### config.mk
export PLATFORM = sky130hd
export DESIGN_NAME = alu_wb_regfile
export DESIGN_NICKNAME = d
export VERILOG_FILES = /design/src/rtl/alu_wb_regfile.sv
export SDC_FILE = /design/constraint.sdc
export NUM_CORES = 1
export LEC_CHECK = 0
export CORE_ASPECT_RATIO = 0.75
export CORE_MARGIN = 5
export CORE_UTILIZATION = 35
export CTS_BUF_LIST = sky130_fd_sc_hd__clkbuf_4 sky130_fd_sc_hd__clkbuf_8
export DETAILED_ROUTE_END_ITERATION = 12
export GPL_ROUTABILITY_DRIVEN = 1
export PLACE_DENSITY = 0.55
export SLEW_MARGIN = 10
export SYNTH_ARGS = -nofsm -noshare
export SYNTH_HDL_FRONTEND = slang
export SYNTH_SLANG_ARGS = --single-unit
### constraint.sdc
create_clock -name clk -period 3.3 [get_ports clk]
set_input_delay 0.66 -clock clk [delete_from_list [all_inputs] [get_ports clk]]
set_output_delay 0.66 -clock clk [all_outputs]
set_load 0.02 [all_outputs]
### src/rtl/alu_wb_regfile.sv
// Register file, one-deep writeback slot with read bypass, and the {V,N,Z,C} flag register
// that sit between the picoMIPS decoder and the ALU.
module alu_wb_regfile #(
   parameter int n     = 8,
   parameter int NREGS = 32,
   parameter int AW    = 5
) (
   input  logic          clk,
   input  logic          reset,
   input  logic [AW-1:0] ra_addr,
   input  logic [AW-1:0] rb_addr,
   output logic [n-1:0]  a_out,
   output logic [n-1:0]  b_out,
   input  logic          wr_en,
   input  logic [AW-1:0] wr_addr,
   input  logic [n-1:0]  wr_data,
   input  logic          flag_en,
   input  logic [3:0]    flags_in,
   output logic [3:0]    flags_q,
   output logic          pend_valid,
   input  logic [AW-1:0] dbg_addr,
   output logic [n-1:0]  dbg_data
);

   logic [n-1:0]  r_mem [NREGS];
   logic          r_pend_valid;
   logic [AW-1:0] r_pend_addr;
   logic [n-1:0]  r_pend_data;
   logic [3:0]    r_flags;
   logic          w_wr_ok;

   function automatic logic f_in_range(input logic [AW-1:0] a);
      return 32'(a) < 32'(NREGS);
   endfunction

   // r0 and addresses beyond the array never occupy the slot
   assign w_wr_ok = wr_en && (wr_addr != '0) && f_in_range(wr_addr);

   always_ff @(posedge clk) begin
      if (reset) begin
         for (int i = 0; i < NREGS; i++) r_mem[i] <= '0;
         r_pend_valid <= 1'b0;
         r_pend_addr  <= '0;
         r_pend_data  <= '0;
         r_flags      <= 4'b0000;
      end else begin
         if (r_pend_valid) r_mem[r_pend_addr] <= r_pend_data;
         r_pend_valid <= w_wr_ok;
         if (w_wr_ok) begin
            r_pend_addr <= wr_addr;
            r_pend_data <= wr_data;
         end
         if (flag_en) r_flags <= flags_in;
      end
   end

   // Read ports see only registered state, so there is no path from wr_data to a_out/b_out
   always_comb begin
      a_out = '0;
      if ((ra_addr != '0) && f_in_range(ra_addr)) begin
         if (r_pend_valid && (r_pend_addr == ra_addr)) a_out = r_pend_data;
         else                                          a_out = r_mem[ra_addr];
      end
   end

   always_comb begin
      b_out = '0;
      if ((rb_addr != '0) && f_in_range(rb_addr)) begin
         if (r_pend_valid && (r_pend_addr == rb_addr)) b_out = r_pend_data;
         else                                          b_out = r_mem[rb_addr];
      end
   end

   always_comb begin
      dbg_data = '0;
      if ((dbg_addr != '0) && f_in_range(dbg_addr)) dbg_data = r_mem[dbg_addr];
   end

   assign flags_q    = r_flags;
   assign pend_valid = r_pend_valid;

endmodule

## Word-level counts from Yosys, hierarchy flattened

Memory sizes are Yosys's and may differ from the RTL's.
Cells that the tools add are included.

- Flip-flop bits (word level): 18
- Memory bits (writable): 256
- Bits of input ports: 36
- Output and inout bits: 29
- Logic and storage cells: 28
- Memories kept: 1

- Equal/unequal tests: 2
- Muxes and demuxes: 13
- Reduce and logical (&&, ||, !) cells: 8

Memory list:

| memory | depth | bits a word | rd ports | clocked after memory_dff | write ports | line | text |
|---|---|---|---|---|---|---|---|
| r_mem | 32 | 8 | 3 | 0 | 32 | 25 | `logic [n-1:0] r_mem [NREGS];` |

Operator list:

| cell | count |
|---|---|
| $mux W8 | 6 |
| $reduce_bool A5 Y1 | 4 |
| $eq A5 B5 Y1 | 2 |
| $reduce_or A8 Y1 | 1 |
| $mux W1 | 6 |
| $mux W5 | 1 |
| $logic_and A1 B1 Y1 | 3 |

## Depth between registers and ports, before layout

- Depth after elaboration: 5
- Gate-level depth with buffers: 9
- Mapped depth without buffers: 5

## Worst setup path before layout

Ideal clock, no wire load.

- Path kind: input-to-output
- From: input port ra_addr[0]
- To: output port a_out[6]
- Data arrival time: 2.244 ns
- Data required time: 2.640 ns
- Setup slack: 0.396 ns
- Stages: 8
- Path buffers: 4
- Cell sequence: buf_6 buf_6 buf_4 buf_4 mux2i_1 o22ai_1 a2111oi_0 o21ai_1

- Cells in the longest elaborated chain, start to end: 4
- Elaborated cells on any way between the ends: 6
- Classes of those cells: 1 x eq/ne; 2 x mux; 2 x reduce/logical; 1 x memory

Ends and longest elaborated chain:

| element | line | text |
|---|---|---|
| start, declared | 10 | `input logic [AW-1:0] ra_addr,` |
| parallel branches: the longest is 3 deep, another holds $mem_v2 Z32 W8 | n/a |  |
| $mux W8 (*) | 60 | `if ((ra_addr != '0) && f_in_range(ra_addr)) begin` |
| end, declared | 12 | `output logic [n-1:0] a_out,` |

Mark *: on every way between the ends.

==> summary.txt <==
Floorplan
  – Die W: 263.6 um
  – DIE HEIGHT: 200.2 um
  – Core ar.: 47570 um2
  – IO Count: 65
  – Starting Density: 35.48%
  – Area of the die: 52760 um2
  – Core Rows: 69

Worst setup path
  – Worst setup SP type: flop
  – Worst path required time: 2.64 ns
  – R2R Setup Slk: 0.87 ns
  – Critical Path AT: 2.70 ns
  – CP Class: flop to output pin
  – Origin of the worst setup path: r_mem[11][1]
  – Largest stage delay on the critical path: 0.47 ns
  – Worst R2R Start: pend_valid
  – Crit-path most repeated cell: buf_6
  – CP max FO: 2
  – Slowest stage cell, crit path: edfxtp_1
  – Reg-to-reg endpoint: r_mem[26][1]
  – Crit path cell chain: buf_6 -> mux4_2 -> a22o_4 -> a2111oi_4 -> buf_4 -> a21oi_2 -> a22o_1 -> buf_6
  – CP Capture Type: output pin
  – FF-to-FF path depth: 6

Cells and area
  – Fill count: 4284
  – Combined area of the multi-input logic cells: 8466 um2
  – Share of cells above drive strength 1: 40.79%
  – Area Overhead vs Synth: 22.39%
  – Seq. cell area: 8054 um2
  – Final nets: 1390

Drt
  – Vias: 11853
  – Vias per cell: 5.839
  – Iter 0 DRT Violations: 1613
  – DRC viols: 0
  – Final WL: 58.55 mm
  – Routed len/inst: 28.84 um
  – Antenna Nets Post-Route: 0
  – Total iterations of the first detailed-routing run: 5

Timing
  – Hold_ws: 0.5010 ns
  – Max Clk Rate: 0.2977 GHz
  – Fin Setup TNS: -0.1022 ns
  – Final WS setup: -0.05901 ns
  – Relative slew slack: 42.35%
  – Tcrit/Tclk final: 101.8%
  – Fin. max-slew vios: 0
  – Final Hold Viols: 0
  – RSZ-0062 raised after global routing: true
  – # setup viols final: 5
  – Slew @ Worst Pin: 0.8636 ns
  – Layout Skew: 0.02964 ns
  – Post-route minimum period: 3.359 ns

Clock network
  – Root Buffer: clkbuf_8
  – CTS tree: built
  – CTS H-Tree Depth: 2
  – Cts bufs inserted: 46
  – CTS clock-pin slew for the worst setup and hold paths: 0.06 ns
  – Hold buffers post-CTS: 0
  – Clock sinks: 274
  – Bufs on Longest Clock Path: 3
  – Worst-skew pair later-pin latency: 0.61 ns

Synthesis
  – Avg Cell Area, Syn: 14.44 um2
  – Most frequent cell after synthesis: and2_1
  – EDFF count, synth: 256
  – Post-synth ARST share: 0%
  – Seq/Total Area, Yosys: 47.68%
  – Synth top cells by count: and2_1, edfxtp_1, mux4_2
  – Synth Instances: 1169
  – Synthesized area: 16880 um2
  – Ys flop type: edfxtp_1
  – Ranking of synthesized cells by area: edfxtp_1, mux4_2, and2_1
  – Yosys top cell by area: edfxtp_1
  – Syn Nets: 1205
  – YS warnings: 0
  – Synth cell types: 53
  – Post-synth top area share: 45.54%
  – #FFs+latches synth: 274

Status
  – Status: finished with violations
  – Failing checks: setup timing

Power and ir drop
  – VDD IR max: 240.2 uV
  – LEAKAGE: 7.610 nW
  – Power Density: 427.9 nW/um2
  – Final Power: 8.839 mW

Min path
  – Hold WC Path Type: flop to flop
  – Hold Path End: flags_q[0]
  – Hold path start: flags_q[0]
  – Hold-critical path depth: 2

Placed design
  – I/O Buffers: 64
  – Gpl congestion: 0.9884
  – Post-detail-place hpwl: 44.67 mm

GRT
  – Gr usage total: 21.55%
  – Initial antenna violation count: 1
  – Grt ovf: 0
  – Largest net degree at the start of global routing: 51
  – Vias in the first global route: 11430
  – First-pass GRT wire length: 83.57 mm

Job
  – Total of max-cap violations: 0
-- cells by family after synthesis --
family                    Yosys count  share of synthesized area, %
AOI/OAI and AO/OA                 135                         5.849
xor gates and xnor gates           10                        0.5634
buffers and inverters             115                         3.566
DFF                               274                         47.68
muxes                             240                         28.55
and+or+nand+nor                   395                         13.79
-- per-stage QoR --
stage          utilization, %  cell area, um2  instances  setup slack, ns
2_1_floorplan               -           16880       1169           0.3958
3_3_place_gp            40.55           19290       1933          -0.6514
3_5_place_dp            40.55           19290       1933          -0.6870
4_1_cts                 43.19           20540       2025         -0.09100
5_1_grt                 43.43           20660       2030          -0.1288
6_report                43.43           20660       2030         -0.05901
-- worst max path at each step --
stage | end | slack (ns)
after global routing | a_out[1] | -0.13
after detailed placement | a_out[6] | -0.69
after global placement | a_out[6] | -0.65
final | a_out[1] | -0.06
after floorplan | a_out[6] | 0.40
after CTS | a_out[1] | -0.09
-- flip-flops by register name (all words and copies together) (netlist names) --
name and flops:
flags_q 4, pend_valid 1, r_mem 256, r_pend_addr 5, r_pend_data 8
-- critical path, delay by kind of cell, from the launching register on --
family                 cells  cell delay, ns
AO/OA/AOI/OAI              4            0.70
buffers and inverters      3            0.48
flip-flops                 1            0.47
multiplexers               1            0.45
-- per-layer routing --
layer	vias to the layer above	part of all wire [%]	GRT usage, %
li1	4980	-	-
met1	6083	46	34.82
met2	713	39	28.07
met3	77	12	6.636
met4	0	2.3	4.698
met5	-	0	0
-- where the power goes --
part	total (mW)	switching (mW)	internal, mW
clock	3.21	1.45	1.76
sequential	4.09	0.164	3.92
combinational	1.54	0.804	0.736
total	8.84	2.42	6.42
-- cells in the final DEF, fill, tap and decap left out, types with 11 or more instances in the layout --
cell	netlist	final
and2_1	258	257
edfxtp_1	256	256
mux4_2	184	191
buf_4	3	147
clkbuf_8	0	52
nor2_1	49	49
mux2i_1	48	48
or2_2	28	28
buf_12	1	28
clkdlybuf4s50_1	0	28
a21oi_1	34	27
nand2_1	23	23
a22oi_1	35	21
clkbuf_4	0	21
buf_6	15	16
a22oi_2	0	14
dfxtp_1	18	13
buf_2	24	12
a22o_1	16	11
-- final cells by class --
| cell class | count | area share [%] |
|---|---|---|
| Clock buffer | 73 | 4.228 |
| Multi-Input combinational cell | 780 | 40.98 |
| Antenna cell | 1 | 0.01211 |
| Sequential cell | 274 | 38.99 |
| Timing Repair Buffer | 242 | 11.32 |
| Tap cell | 639 | 3.870 |
| Inverter | 10 | 0.1817 |
| Clock inverter | 11 | 0.4179 |
-- timing repair --
item,4_1_cts,5_1_grt
pin swaps,23,18
buffers inserted,6,4
gates resized for setup,167,39
setup endpoints to repair,24,22
cloned,2,0
hold endpoints to repair,0,0
Power figures use the tool's default switching activity.
